===== src/rtl/uart_rx_monitor.sv =====
// Oversampling UART receive monitor: configurable frame format, receive FIFO,
// sticky error flags and a run-of-terminators detector.
module uart_rx_monitor #(
   parameter int         DIV        = 27,
   parameter int         OVRSAMP    = 16,
   parameter int         DATA_BITS  = 8,
   parameter int         PARITY     = 0,
   parameter int         STOP_BITS  = 1,
   parameter int         FIFO_DEPTH = 16,
   parameter logic [7:0] TERM_CHAR  = 8'hFF,
   parameter int         TERM_COUNT = 1
) (
   input  logic                          clk,
   input  logic                          nrst,
   input  logic                          rxd,
   input  logic                          rd,
   input  logic                          clr,
   output logic [7:0]                    data_out,
   output logic                          data_vld,
   output logic [$clog2(FIFO_DEPTH):0]   fifo_cnt,
   output logic                          overflow,
   output logic                          frame_err,
   output logic                          parity_err,
   output logic                          term
);

   localparam int   DIV_W   = (DIV > 1) ? $clog2(DIV) : 1;
   localparam int   OS_W    = $clog2(OVRSAMP);
   localparam int   PTR_W   = $clog2(FIFO_DEPTH);
   localparam int   CNT_W   = PTR_W + 1;
   localparam int   RUN_W   = $clog2(TERM_COUNT + 1);
   localparam logic ODD_PAR = (PARITY == 1);

   typedef enum logic [2:0] {
      S_IDLE, S_START, S_DATA, S_PARITY, S_STOP, S_DONE
   } state_t;

   state_t               state, state_nxt;
   logic [1:0]           sync;
   logic                 rx_s, rx_prev, start_edge;
   logic [DIV_W-1:0]     div_cnt;
   logic [OS_W-1:0]      os_cnt;
   logic [3:0]           bit_cnt;
   logic [DATA_BITS-1:0] shreg;
   logic                 bad_par, bad_frm;
   logic                 tick, smp_start, smp_bit, last_bit, par_mismatch;
   logic                 done, is_term, good, push_req, push, pop, full, drop;
   logic [PTR_W-1:0]     wr_ptr, rd_ptr;
   logic [RUN_W-1:0]     run_cnt;
   logic [DATA_BITS-1:0] mem [FIFO_DEPTH];

   // Two-flop synchroniser plus one more stage for falling-edge detection.
   always_ff @(posedge clk or negedge nrst) begin
      if (!nrst) begin
         sync    <= 2'b11;
         rx_prev <= 1'b1;
      end else begin
         // NOTE: non-blocking so each stage takes the previous stage's old value.
         sync    <= {sync[0], rxd};
         rx_prev <= sync[1];
      end
   end

   assign rx_s       = sync[1];
   assign start_edge = rx_prev & ~rx_s;

   assign tick      = (state != S_IDLE) && (div_cnt == DIV_W'(DIV - 1));
   assign smp_start = tick && (state == S_START) && (os_cnt == OS_W'(OVRSAMP / 2 - 1));
   assign smp_bit   = tick && (state inside {S_DATA, S_PARITY, S_STOP})
                      && (os_cnt == OS_W'(OVRSAMP - 1));
   assign last_bit  = (state == S_DATA) ? (bit_cnt == 4'(DATA_BITS - 1)) :
                      (state == S_STOP) ? (bit_cnt == 4'(STOP_BITS - 1)) : 1'b1;
   assign par_mismatch = (^{shreg, rx_s}) != ODD_PAR;

   always_ff @(posedge clk or negedge nrst) begin
      if (!nrst) state <= S_IDLE;
      else       state <= state_nxt;
   end

   always_comb begin
      // NOTE: default first so every path assigns state_nxt and no latch is inferred.
      state_nxt = state;
      case (state)
         S_IDLE:   if (start_edge) state_nxt = S_START;
         S_START:  if (smp_start) state_nxt = rx_s ? S_IDLE : S_DATA;
         S_DATA:   if (smp_bit && last_bit) state_nxt = (PARITY != 0) ? S_PARITY : S_STOP;
         S_PARITY: if (smp_bit) state_nxt = S_STOP;
         S_STOP:   if (smp_bit && last_bit) state_nxt = S_DONE;
         S_DONE:   state_nxt = S_IDLE;
         default:  state_nxt = S_IDLE;
      endcase
   end

   // Timing counters are held in IDLE so ticks are phase-aligned to the start edge.
   always_ff @(posedge clk or negedge nrst) begin
      if (!nrst) begin
         div_cnt <= '0;
         os_cnt  <= '0;
         bit_cnt <= '0;
         shreg   <= '0;
         bad_par <= 1'b0;
         bad_frm <= 1'b0;
      end else begin
         div_cnt <= (state == S_IDLE || tick) ? '0 : div_cnt + DIV_W'(1);
         if (state == S_IDLE)
            os_cnt <= '0;
         else if (tick)
            os_cnt <= (smp_start || smp_bit) ? '0 : os_cnt + OS_W'(1);
         if (state == S_IDLE)
            bit_cnt <= '0;
         else if (smp_bit)
            bit_cnt <= last_bit ? 4'd0 : bit_cnt + 4'd1;
         if (smp_bit && state == S_DATA)
            shreg <= {rx_s, shreg[DATA_BITS-1:1]};
         if (state == S_IDLE) begin
            bad_par <= 1'b0;
            bad_frm <= 1'b0;
         end else if (smp_bit) begin
            if (state == S_PARITY && par_mismatch) bad_par <= 1'b1;
            if (state == S_STOP && !rx_s)          bad_frm <= 1'b1;
         end
      end
   end

   assign done     = (state == S_DONE);
   assign good     = ~bad_frm & ~bad_par;
   assign is_term  = (shreg == TERM_CHAR[DATA_BITS-1:0]);
   assign push_req = done & good & ~is_term;
   assign full     = (fifo_cnt == CNT_W'(FIFO_DEPTH));
   assign pop      = rd & data_vld;
   assign push     = push_req & (~full | pop);
   assign drop     = push_req & full & ~pop;

   // NOTE: storage has no reset; only pointers and count need a known state.
   always_ff @(posedge clk) begin
      if (push) mem[wr_ptr] <= shreg;
   end

   always_ff @(posedge clk or negedge nrst) begin
      if (!nrst) begin
         wr_ptr   <= '0;
         rd_ptr   <= '0;
         fifo_cnt <= '0;
      end else begin
         if (push) wr_ptr <= wr_ptr + PTR_W'(1);
         if (pop)  rd_ptr <= rd_ptr + PTR_W'(1);
         if (push && !pop)      fifo_cnt <= fifo_cnt + CNT_W'(1);
         else if (pop && !push) fifo_cnt <= fifo_cnt - CNT_W'(1);
      end
   end

   assign data_vld = (fifo_cnt != '0);
   assign data_out = data_vld ? 8'(mem[rd_ptr]) : 8'h00;

   // Sticky flags: a set event in the same cycle as clr wins.
   always_ff @(posedge clk or negedge nrst) begin
      if (!nrst) begin
         overflow   <= 1'b0;
         frame_err  <= 1'b0;
         parity_err <= 1'b0;
         term       <= 1'b0;
         run_cnt    <= '0;
      end else begin
         overflow   <= drop                        | (overflow   & ~clr);
         frame_err  <= (done & bad_frm)            | (frame_err  & ~clr);
         parity_err <= (done & ~bad_frm & bad_par) | (parity_err & ~clr);
         term       <= (done & good & is_term & (run_cnt >= RUN_W'(TERM_COUNT - 1)))
                       | (term & ~clr);
         if (done) begin
            if (!good || !is_term)
               run_cnt <= '0;
            else if (run_cnt != RUN_W'(TERM_COUNT))
               run_cnt <= run_cnt + RUN_W'(1);
         end
      end
   end

endmodule


===== config.mk =====
export PLATFORM = sky130hd
export DESIGN_NAME = uart_rx_monitor
export DESIGN_NICKNAME = d
export VERILOG_FILES = /design/src/rtl/uart_rx_monitor.sv
export SDC_FILE = /design/constraint.sdc
export NUM_CORES = 1
export LEC_CHECK = 0
export ABC_AREA = 1
export BUFFER_PORTS_ARGS = -buffer_cell sky130_fd_sc_hd__buf_2
export CAP_MARGIN = 30
export CORE_ASPECT_RATIO = 1.4
export CORE_MARGIN = 1.5
export CORE_UTILIZATION = 60
export CTS_BUF_LIST = sky130_fd_sc_hd__clkbuf_2
export CTS_CLUSTER_DIAMETER = 200
export DETAILED_ROUTE_END_ITERATION = 8
export PLACE_DENSITY = 0.77
export SYNTH_ARGS = -nofsm -noshare
export SYNTH_HDL_FRONTEND = slang
export SYNTH_SLANG_ARGS = --single-unit

===== constraint.sdc =====
create_clock -name clk -period 3.4 [get_ports clk]
set_input_delay 0.68 -clock clk [delete_from_list [all_inputs] [get_ports clk]]
set_output_delay 0.68 -clock clk [all_outputs]
set_load 0.03 [all_outputs]

Word level (Yosys, flattened, before mapping) --
Memory sizes are Yosys's and may differ from the RTL's. Index checks and enable logic that the tools add are counted. Widths: inputs -> output; s select.
Storage, ports and cells: output and inout port bits 18, memories 1, word-level logic and storage cells 134, flip-flop bits (word level) 47, bits in writable memories 128
Cells by class: $add $sub $neg 8, mux-type cells 29, eq/ne operators 16, reductions and logical operators 33, bitwise gates (word level) 29, magnitude comparators 1
Memory list:
- mem | depth 16, width 8, rd ports 1, clocked after Yosys merged registers in 0, write ports 1, RTL line 50 | logic [DATA_BITS-1:0] mem [FIFO_DEPTH];
Operators with widths (number):
- $mux 4 | 6
- $and 1x1->1 | 17
- $add 4x1->4 const B | 4
- $mux 3 | 5
- $mux 5 | 3
- $pmux 3 s5 | 1
- $mux 1 | 12
- $logic_and 1x1->1 | 11
- $add 5x1->5 const B | 2
- $eq 5x5->1 const B | 2
- $reduce_bool 2->1 | 5
- $reduce_xor 9->1 | 1
- $eq 4x3->1 const B | 2
- $eq 8x8->1 const B | 1
- $mux 8 | 1
- $not 1->1 | 7
- $eq 3x2->1 const B | 2
- $eq 3x3->1 const B | 2
- $ne 2x2->1 const B | 3
- $reduce_bool 3->1 | 2
- $logic_not 1->1 | 5
- $or 1x1->1 | 5
- $reduce_and 5->1 | 1
- $reduce_bool 5->1 | 1
- 11 further kinds | 15

Longest topological paths before layout --
Gate-level depths: netlist of the first run.
depth in word-level cells 9, depth in mapped cells 15, mapped depth without buffers 15

Worst setup path after synthesis of the first run --
OpenSTA, ideal clock, no wires.
path kind register -> register, start point reg fifo_cnt[1], end point reg fifo_cnt[4], data required time 3263 ps, slack 682 ps, path buffers 0, arrival time 2581 ps, cell stages (with the launch flop) 16, path through dfrtp_1 > nor2_1 > nand3_1 > nor2_2 > inv_1 > nand2_1 > ha_1 > inv_1 > fa_1 > a21oi_1 > nor2_1 > nor2_1 > nand2_1 > nand2_1 > nor2_1 > xor2_1
Between the ends: longest elaborated chain between the ends 7
Ends and longest elaborated chain:
- from (decl) | RTL line 20 | output logic [$clog2(FIFO_DEPTH):0] fifo_cnt,
- from (signal assigned) | RTL line 147 | if (push && !pop) fifo_cnt <= fifo_cnt + CNT_W'(1);
- from (signal assigned) | RTL line 148 | else if (pop && !push) fifo_cnt <= fifo_cnt - CNT_W'(1);
- $reduce_bool 5->1 (*) | RTL line 152 | assign data_vld = (fifo_cnt != '0);
- net data_vld | RTL line 19 | output logic data_vld,
- $and 1x1->1 (*) | RTL line 130 | assign pop = rd & data_vld;
- $or 1x1->1 | RTL line 131 | assign push = push_req & (~full | pop);
- $and 1x1->1 | RTL line 131
- $logic_not 1->1 | RTL line 148
- $logic_and 1x1->1 | RTL line 148
- $reduce_bool 2->1 (no source line)
Mark *: on every way through the listed nets, which the timed path passes. The rest lies on a longest branch. The select of a mux whose other input is x is not followed. A chain may end at the register's enable or synchronous reset.

Final worst setup path of the first run --
start point reg rd_ptr[0], end point out data_out[0]
Between the ends: longest elaborated chain between the ends 2
Ends and longest elaborated chain:
- from (decl) | RTL line 48 | logic [PTR_W-1:0] wr_ptr, rd_ptr;
- from (signal assigned) | RTL line 146 | if (pop) rd_ptr <= rd_ptr + PTR_W'(1);
- $mem_v2 16x8
- $mux 8 | RTL line 153 | assign data_out = data_vld ? 8'(mem[rd_ptr]) : 8'h00;
- to (decl) | RTL line 18 | output logic [7:0] data_out,
No other way between the ends.

==> results.md, run 1 <==
- Outcome: finished, final reports clean
- Setup TNS: 0 ps
- DP Worst Slack: 580 ps
- TritonCTS sink count: 174
- Main area contributors after synthesis: edfxtp_1, dfrtp_1, nor2_1, nand2_1, o21bai_1
- Critical path class: flip-flop to output pin
- Fill count: 894
- First-pass GRT wire length: 25.4 mm
- RR Endpoint: fifo_cnt[4]$_DFFE_PN0P_
- Crit path required time: 2720 ps
- Core Region: 0.0124 mm²
- Unique masters post-synth: 38
- DR top layer: met4
- Hold Startpoint: clr
- DR pass1 iterations: 5
- Final ANT Viol Nets: 0
- Crit Path Max Fanout: 23
- Post-Route WL: 15.9 mm
- Reg2Reg Depth: 15
- Die Ht: 136 µm
- Pleak: 3.54 nW
- GPL Wtd Cong: 0.885
- DRC Markers: 0
- Largest net degree at the start of global routing: 58
- Min-Delay Path Class: input port to flip-flop
- Initial DRC Count: 378
- Hold Crit Depth: 2
- Post-synthesis instance area: 0.00760 mm²
- Hold endpoint: parity_err$_DFF_PN0_
- WL met1: 6.21 mm
- Row count: 48
- Critical Path Source Type: flip-flop
- Setup ws final: 70.0 ps
- Register area share after synthesis: 65.8%
- Vias per Instance: 6.01
- Synth warnings: 0
- GRT Residual Overflow: 0
- WL met2: 8.29 mm
- CTS tree: built
- Final Max Slew Viols: 0
- Final Hold Violating Endpoints: 0
- Fin Hold WS: 140 ps
- Max Cap Viol: 0
- Worst r2r src: shreg[2]$_DFFE_PN0P_
- Final core occ: 67.2%
- Via Count: 5189
- Share of the synthesized area in the top cell type: 50.6%
- F_max: 300 MHz
- # nets final: 719
- CP arrival: 2650 ps
- Worst slew margin: 42.6%
- Root buffer cell: clkbuf_2
- Met3 Routed Length: 902 µm
- Top-Level Pins: 23
- Minimum setup slack among reg-to-reg paths: 520 ps
- Total track usage: 25.2%
- Die area: 0.0134 mm²
- WL per Instance: 18.4 µm
- Worst-skew pair later-pin latency: 740 ps
- Post-synthesis register bit count: 174
- Initial antenna violation count: 1
- Fin crit share: 97.9%
- IO Port Bufs: 22
- Tightest Pin Transition: 858 ps
- Gate count of the mapped netlist: 662
- Area Growth Syn to Fin: 9.33%
- Layout cells sized above 1: 12.8%
- Power density cells: 706 mW/mm²
- Peak VDD IR: 0.421 mV
- Clk buf depth: 2
- Critical Path Sink Type: output pin
- Syn Nets: 682
- Minimum clock period: 3330 ps
- Post-route clock skew: 31.3 ps
- H-tree depth: 4
- # setup viols final: 0
- Syn_area_per_cell: 11.5 µm²
- Die Width: 98.1 µm
- Post-DP HPWL: 10.6 mm
- Starting Density: 61.4%
- Yosys top cell by area: edfxtp_1
- Vias in the first global route: 5122
- Clock-pin slew on the worst setup and hold paths: 240 ps
- Num CTS Buffers: 17
## what timing repair did
item | CTS | global route
gates resized for setup | 2 | 7
endpoints found under the setup margin | 8 | 8
hold endpoints to repair | 14 | 0
buffers inserted | 1 | 4
hold buffers | 2 | 0
## synth_stat cells
cell type,number
o211ai_1,8
o22ai_1,2
o31ai_1,1
inv_1,49
nor2_1,107
nor3_1,1
mux2_2,1
edfxtp_1,128
nand3_1,33
xnor2_1,2
o21ai_0,46
nor3b_1,1
o21bai_1,32
buf_6,1
nand2_1,70
clkinv_1,2
a21oi_1,27
nand4_1,8
clkbuf_1,16
dfrtp_1,43
nor2_8,1
nor2_4,2
a21oi_2,2
nand2_2,1
fa_1,1
o32ai_1,1
o41ai_1,1
nand4_4,1
xor2_1,10
nor2_2,3
o221ai_1,24
ha_1,14
buf_1,5
inv_2,1
buf_2,5
dfstp_2,3
o21a_1,8
a21o_1,1
## report_power, final
part           total, W  leakage, nW  internal (W)  switching (W)
combinational   0.00221         1.30      0.000799        0.00141
sequential      0.00247         2.08       0.00235       0.000124
clock           0.00119        0.156      0.000487       0.000702
total           0.00587         3.54       0.00363        0.00223
## routing by layer
metal,up-vias,GRT usage (%)
li1,2426,-
met1,2530,30.6
met2,194,43.6
met3,39,4.78
met4,0,11.7
met5,-,0
## worst max-delay path, stage by stage (launching register included)
cell and delay (ps):
dfrtp_4 570, clkinv_1 120, buf_6 220, o21bai_1 90
o221ai_1 270, nand3_1 200, a21oi_1 230, buf_2 230
## sequential cells by signal (all words and copies together), names as in the netlist
signal	cells
overflow	1
term	1
parity_err	1
rd_ptr	4
wr_ptr	4
shreg	8
bad_par	1
mem	128
state	3
div_cnt	5
sync	2
frame_err	1
bit_cnt	4
bad_frm	1
fifo_cnt	5
rx_prev	1
os_cnt	4
## layout by cell type (no fill, tap or decap), drive strengths merged, types with 9 or more instances in the layout
cell,instances
nand4,9
buf,42
edfxtp,128
nor2,113
clkbuf,19
nand2,71
o21ai,46
o21bai,32
o221ai,24
dfrtp,43
ha,14
xor2,10
inv,51
a21oi,29
nand3,33
## cells by family (layout without fill, tap and decap cells)
kind of cell    after synthesis  count (layout)  share of synthesized area [%]
other cells                   0               1                              0
simple gates                228             228                           12.9
fa+ha+maj                    15              15                           2.57
mux                           1               1                          0.148
flops                       174             174                           65.8
buf+inv                      79             129                           4.08
compound gates              153             153                           13.1
xor+xnor                     12              12                           1.38
## through the flow
step | power, W | instances | area, µm²
6_report | 0.00587 | 863 | 8310
5_1_grt | 0.00617 | 863 | 8310
4_1_cts | 0.00580 | 858 | 8260
3_5_place_dp | 0.00462 | 823 | 7940
3_3_place_gp | 0.00454 | 822 | 7920
2_1_floorplan | 0.00402 | 662 | 7600
## worst max-delay path by stage
stage	startpoint	end	cells after the start
after floorplan	fifo_cnt[1]$_DFFE_PN0P_	fifo_cnt[4]$_DFFE_PN0P_	15
after global placement	rd	fifo_cnt[4]$_DFFE_PN0P_	13
after detailed placement	rd	fifo_cnt[4]$_DFFE_PN0P_	13
after CTS	rd_ptr[0]$_DFFE_PN0N_	data_out[0]	7
after global routing	rd_ptr[0]$_DFFE_PN0N_	data_out[0]	7
final	rd_ptr[0]$_DFFE_PN0N_	data_out[0]	7
## area by class of cell
cell class,instances,area [µm²],share of cell area (%)
flip-flops and latches,174,5000,60.2
multi-input cells,409,2290,27.6
repair buffers,45,344,4.14
inverters,52,195,2.35
clock inverters,14,191,2.30
well taps,150,188,2.26
clock buffers,18,90.1,1.08
diodes,1,2.50,0.0301
Note: power is estimated with default switching activity, not from simulation.
==> run 2: changes to the inputs <==
- clock period: 3.4 -> 3.25 ns (I/O delays scaled with it)
==> results.md, run 2 (same netlist as run 1, synthesis figures left out) <==
- Outcome: finished, final reports clean
- Crit path cell chain: clkinvlp_4 > buf_12 > o21bai_1 > o211ai_1 > nand3_1 > a21oi_1 > buf_2
- Post-Route WL: 16.3 mm (+2.9%)
- Critical Path Slowest Stage Cell: dfrtp_2
- Via Count: 5147 (-0.81%)
- Hold Startpoint: clr
- Top-Level Pins: 23 (unchanged)
- Min-Delay Path Class: input port to flip-flop
- RR Endpoint: fifo_cnt[4]$_DFFE_PN0P_
- Largest Register: mem
- Minimum clock period: 3140 ps
- Worst r2r src: shreg[7]$_DFFE_PN0P_
- Fill count: 936 (+4.7%)
- Critical path class: flip-flop to output pin
- Vias per Instance: 5.97 (-0.69%)
- GRT Residual Overflow: 0 (unchanged)
- Critical Path Sink Type: output pin
- Die area: 0.0134 mm² (unchanged)
- Crit Path Max Fanout: 22 (-4.3%)
- Total power: 0.00604 W (+2.9%)
- Post-route clock skew: 50.7 ps (+19.4 ps)
- Num CTS Buffers: 17 (unchanged)
- Largest register FFs: 128 (unchanged)
- Fin area: 0.00829 mm² (-0.27%)
- Root buffer cell: clkbuf_2
- Area of the multi-input gates: 0.00230 mm² (+0.27%)
- Slowest stage delay, CP: 520 ps (-50 ps)
- Worst-skew pair later-pin latency: 730 ps (about the same)
- # nets final: 719 (unchanged)
- Final ANT Viol Nets: 0 (unchanged)
- Die Ht: 136 µm (unchanged)
- Final Hold Violating Endpoints: 0 (unchanged)
- Post-place instance area: 0.00794 mm² (about the same)
- IO Port Bufs: 22 (unchanged)
- Post-DP HPWL: 10.7 mm (+1.2%)
- Final core occ: 67.0% (-0.18 points)
- TritonCTS sink count: 174 (unchanged)
- Reg2Reg Depth: 13 (-2)
- Layout cells sized above 1: 13.3% (+0.56 points)
- CP arrival: 2490 ps (-160 ps)
- Row count: 48 (unchanged)
- Hold endpoint: term$_DFF_PN0_
- Initial antenna violation count: 0 (-1)
- Area Growth Syn to Fin: 9.04%
- ANT cells: 0 (-1)
- Pleak: 3.53 nW (-0.13%)
- Clk buf depth: 2 (unchanged)
- GPL Wtd Cong: 0.810 (-8.4%)
- DRC Markers: 0 (unchanged)
- Initial DRC Count: 368 (-2.6%)
- Die Width: 98.1 µm (unchanged)
- Starting Density: 61.4% (unchanged)
- Vias in the first global route: 5197 (+1.5%)
- Final Max Slew Viols: 0 (unchanged)
- Most common cell after layout, fill and taps aside: edfxtp_1
- Worst Path Buf+Inv: 3 (unchanged)
- WL per Instance: 19.0 µm (+3.0%)
- Hold Crit Depth: 2 (unchanged)
- Reg area: 0.00500 mm² (about the same)
- H-tree depth: 4 (unchanged)
- Fin crit share: 96.7%
- CTS tree: built
- Crit path required time: 2600 ps (-120 ps)
- Peak VDD IR: 0.471 mV (+12%)
- Max Cap Viol: 0 (unchanged)
- Minimum setup slack among reg-to-reg paths: 410 ps (-110 ps)
- Worst slew margin: 44.1% (+1.4 points)
- # setup viols final: 0 (unchanged)
- First-pass GRT wire length: 25.8 mm (+1.8%)
- Family with the most delay on the worst path: buffers and inverters
- Total track usage: 25.4% (+0.23 points)
- Regs by FF count: mem: 128 flops, shreg: 8 flops
- DR pass1 iterations: 5 (unchanged)
- Core Region: 0.0124 mm² (unchanged)
- Critical Path Source Type: flip-flop
- Commonest non-fill, non-tap cells in the layout: edfxtp_1, nor2_1, nand2_1
- Tightest Pin Transition: 836 ps (-21.6 ps)
- F_max: 318 MHz
- Power density cells: 729 mW/mm² (+3.2%)
- Fin Hold WS: 128 ps (-12.6 ps)
- Largest net degree at the start of global routing: 62 (+6.9%)
- Clock-pin slew on the worst setup and hold paths: 260 ps (+20 ps)
run 2: cell types whose count changed in the layout (fill, tap and decap cells not counted), moves of 2 or more:
cell	before	now
inv_6	2	4
bufinv_16	4	1
buf_4	16	18
clkinv_1	5	2
clkinv_4	3	5
buf_2	21	19
inv_8	0	3
run 2: how the worst max path moves through the flow:
stage                                   end  slack, ps                     from  depth (start not counted)
finish                          data_out[5]        110    rd_ptr[0]$_DFFE_PN0N_                          7
global route                    data_out[0]         -3    rd_ptr[0]$_DFFE_PN0N_                          7
CTS                             data_out[4]         20    rd_ptr[0]$_DFFE_PN0N_                          7
detailed placement  fifo_cnt[4]$_DFFE_PN0P_        470                       rd                         13
global placement    fifo_cnt[4]$_DFFE_PN0P_        540                       rd                         13
floorplan           fifo_cnt[4]$_DFFE_PN0P_        530  fifo_cnt[1]$_DFFE_PN0P_                         15
run 2: metal layers:
| metal | up-vias | part of all wire, % | global-route usage, % |
|---|---|---|---|
| li1 | 2417 | - | - |
| met1 | 2500 | 39 | 30.1 |
| met2 | 181 | 52 | 44.8 |
| met3 | 49 | 4.9 | 4.58 |
| met4 | 0 | 3.7 | 12.3 |
| met5 | - | 0 | 0 |
run 2: through the flow:
stage	setup TNS, ps	setup slack [ps]	instances
2_1_floorplan	0	532	662
4_1_cts	0	20.9	861
6_report	0	108	862
3_5_place_dp	0	470	825
5_1_grt	-3.35	-3.35	862
3_3_place_gp	0	542	825
run 2: final cells by class:
type	count	share of cell area [%]
Tap cell	150	2.26
Timing Repair Buffer	45	4.32
Sequential cell	174	60.4
Inverter	52	2.42
Clock buffer	17	1.03
Multi-Input combinational cell	409	27.8
Clock inverter	15	1.86
run 2: where the power goes:
part / internal (W) / switching, W
Sequential: 0.00245 / 0.000131
Clock: 0.000308 / 0.000802
Combinational: 0.000851 / 0.00149
run 2: repair_timing:
action	4_1_cts	5_1_grt
buffers inserted	2	0
endpoints found under the setup margin	8	8
gates resized for setup	3	10
cloned	0	1
pin swaps	0	1
hold buffers	2	0
hold endpoints to repair	22	0
==> run 3: changes to the inputs <==
--- a/config.mk
+++ b/config.mk
@@ -7,3 +7,2 @@
 export LEC_CHECK = 0
-export ABC_AREA = 1
 export BUFFER_PORTS_ARGS = -buffer_cell sky130_fd_sc_hd__buf_2
==> constraint.sdc (replaced) <==
create_clock -name clk -period 3.25 [get_ports clk]
set_input_delay 0.1625 -clock clk [delete_from_list [all_inputs] [get_ports clk]]
set_output_delay 0.1625 -clock clk [all_outputs]
set_load 0.03 [all_outputs]
==> results.md, run 3 <==
- Post-synth EDFFs: 128 (unchanged)
- DRC Markers: 0 (unchanged)
- Die Ht: 135 µm (-0.98%)
- Sw frac: 31.6% (-8.5 points)
- Commonest non-fill, non-tap cells in the layout: edfxtp_1, dfrtp_1, buf_4
- Peak VDD IR: 0.451 mV (-4.1%)
- Post-place instance area: 0.00783 mm² (-1.5%)
- Via Count: 3920 (-24%)
- Die Width: 97.2 µm (-0.97%)
- Post-DP HPWL: 9.13 mm (-15%)
- Power density cells: 587 mW/mm² (-19%)
- Main area contributors after synthesis: edfxtp_1, dfrtp_1, mux4_1, mux4_2, ha_1
- Largest net degree at the start of global routing: 42 (-32%)
- Share of the synthesized area in the top cell type: 51.6% (+1.0 points)
- Max Cap Viol: 0 (unchanged)
- Post-synthesis instance area: 0.00745 mm² (-2.0%)
- Area Growth Syn to Fin: 9.12% (about the same)
- Setup ws final: 215 ps (+107 ps)
- Unique masters post-synth: 53 (+39%)
- # nets final: 509 (-29%)
- Pleak: 3.22 nW (-9.0%)
- Outcome: finished, final reports clean
- Vias in the first global route: 4149 (-20%)
- Row count: 48 (unchanged)
- Worst-skew pair later-pin latency: 740 ps (about the same)
- Regs by FF count: mem: 128 flops, shreg: 8 flops
- Crit Path Max Fanout: 32 (+45%)
- Post-route clock skew: 38.6 ps (-12.1 ps)
- Register area share after synthesis: 67.1% (+1.3 points)
- CP arrival: 2870 ps (+380 ps)
- First-pass GRT wire length: 21.9 mm (-15%)
- Clock-pin slew on the worst setup and hold paths: 220 ps (-40 ps)
- Clock power frac: 21.0% (+2.6 points)
- Root buffer cell: clkbuf_2
- Minimum clock period: 3040 ps (-107 ps)
- Initial DRC Count: 280 (-24%)
- Gate count of the mapped netlist: 431 (-35%)
- Post-Route WL: 13.5 mm (-18%)
- Yosys top cell by area: edfxtp_1
- Min-Delay Path Class: input port to flip-flop
- DP Worst Slack: 456 ps (-13.8 ps)
- Syn Nets: 451 (-34%)
- Top-Level Pins: 23 (unchanged)
- Logic pwr share: 24.1% (-15 points)
- Commonest cells in the netlist: edfxtp_1, dfrtp_1, nand2_1
- Die area: 0.0131 mm² (-1.9%)
- Vias per Instance: 6.00 (+0.54%)
- F_max: 329 MHz (+3.5%)
- Num CTS Buffers: 17 (unchanged)
- Fin crit share: 93.4% (-3.3 points)
- Ys async rst share: 26.4% (unchanged)
- Tightest Pin Transition: 703 ps (-133 ps)
- DR pass1 iterations: 5 (unchanged)
- H-tree depth: 4 (unchanged)
- Syn_area_per_cell: 17.3 µm² (+51%)
- GRT Residual Overflow: 0 (unchanged)
- Layout cells sized above 1: 23.1% (+9.8 points)
- Most common cell after layout, fill and taps aside: edfxtp_1
- Final Hold Violating Endpoints: 0 (unchanged)
- Clk buf depth: 2 (unchanged)
- Post-synthesis register bit count: 174 (unchanged)
- Initial antenna violation count: 1 (+1)
- Net switching power figure: 0.00151 W (-38%)
- Total power: 0.00477 W (-21%)
- Starting Density: 61.1% (-0.33 points)
- WL per Instance: 20.6 µm (+8.8%)
- Largest register FFs: 128 (unchanged)
- CTS tree: built
- Internal: 0.00326 W (-9.6%)
- Post-CTS resize count: 0 (-3)
- Most common cell in the netlist: edfxtp_1
- TritonCTS sink count: 174 (unchanged)
- Core Region: 0.0122 mm² (-1.5%)
- Unrepaired setup endpoints after global routing: no
- Critical path class: flip-flop to output pin
- Synth warnings: 0 (unchanged)
- Critical Path Sink Type: output pin
- Crit path required time: 3090 ps (+490 ps)
- Critical Path Source Type: flip-flop
- Flop pwr share: 54.9% (+12 points)
- Final Max Slew Viols: 0 (unchanged)
- Largest Register: mem
- Setup TNS: 0 ps (unchanged)
- Final ANT Viol Nets: 0 (unchanged)
- Synth Flop Type: edfxtp_1
- IO Port Bufs: 22 (unchanged)
- # setup viols final: 0 (unchanged)
- GPL Wtd Cong: 0.866 (+6.8%)
- Total track usage: 22.6% (-2.9 points)
- Fin area: 0.00813 mm² (-1.9%)
- Worst slew margin: 52.8% (+8.7 points)
-- run 3: cell types whose count changed after synthesis, moves of 15 or more --
cell	change
a21oi_1	-22
and2_1	+15
inv_1	-34
mux4_1	+21
mux4_2	+19
nand2_1	-48
nand3_1	-24
nor2_1	-87
o21ai_0	-33
o21bai_1	-30
o221ai_1	-24
xnor2_1	+16
-- run 3: final cells by class --
type,count,area (µm²)
fill,838,4060
clock inverter,15,121
inverter,16,60.1
timing repair buffer,57,415
sequential,174,5000
multi-input combinational,223,2260
antenna,1,2.50
clock buffer,17,85.1
tap,150,188
-- run 3: final timing paths --
kind | start | endpoint | slack, ps | cells past startpoint
setup / recovery | rd_ptr[1]$_DFFE_PN0N_ | data_out[6] | 210 | 5
hold / removal | clr | term$_DFF_PN0_ | 340 | 4
setup reg to reg | fifo_cnt[1]$_DFFE_PN0P_ | fifo_cnt[4]$_DFFE_PN0P_ | 450 | 12
hold reg to reg | sync[0]$_DFF_PN1_ | sync[1]$_DFF_PN1_ | 380 | 0
max in group asynchronous | nrst | rx_prev$_DFF_PN1_ | 2290 | 4
min in group asynchronous | nrst | fifo_cnt[0]$_DFFE_PN0P_ | 350 | 3
-- run 3: metrics by stage --
| stage | hold slack (ps) | cells | utilization (%) |
|---|---|---|---|
| floorplan | -133 | 431 | - |
| global placement | 272 | 609 | 64.0 |
| detailed placement | 11.3 | 610 | 64.2 |
| CTS | 270 | 652 | 66.6 |
| global route | 300 | 653 | 66.7 |
| finish | 339 | 653 | 66.7 |
-- run 3: logic make-up after synthesis --
kind of cell,after synthesis,share of synthesized area (%)
DFF,174,67.1
and+or+nand+nor,96,6.79
muxes,50,14.7
AOI/OAI and AO/OA,37,3.28
buffers and inverters,34,2.60
xor gates and xnor gates,25,2.94
adders and majority gates,15,2.62
-- run 3: critical path, stage by stage, from the launching register on --
cell     delay, ps
dfrtp_1        480
buf_4          420
mux4_2         410
mux4_2         490
and2_1         170
buf_2          170
-- run 3: per-layer routing --
metal	part of all wire, %	up-vias	GRT usage [%]
met2	54	110	39.7
met4	2.4	0	8.70
li1	-	1791	-
met5	0	-	0
met1	40	1999	27.2
met3	4.1	20	5.23
-- run 3: timing repair --
item | CTS | global route
endpoints found under the hold margin | 55 | 0
buffers inserted | 3 | 0
setup endpoints to repair | 8 | 0
hold buffers | 7 | 0
-- run 3: power by group through the flow --
stage          Combinational (W)  Clock [W]  Sequential [W]
6_report                 0.00115    0.00100         0.00262
5_1_grt                  0.00125    0.00111         0.00264
4_1_cts                  0.00117    0.00103         0.00262
3_5_place_dp             0.00111          0         0.00269
3_3_place_gp             0.00109          0         0.00268
2_1_floorplan           0.000943          0         0.00263
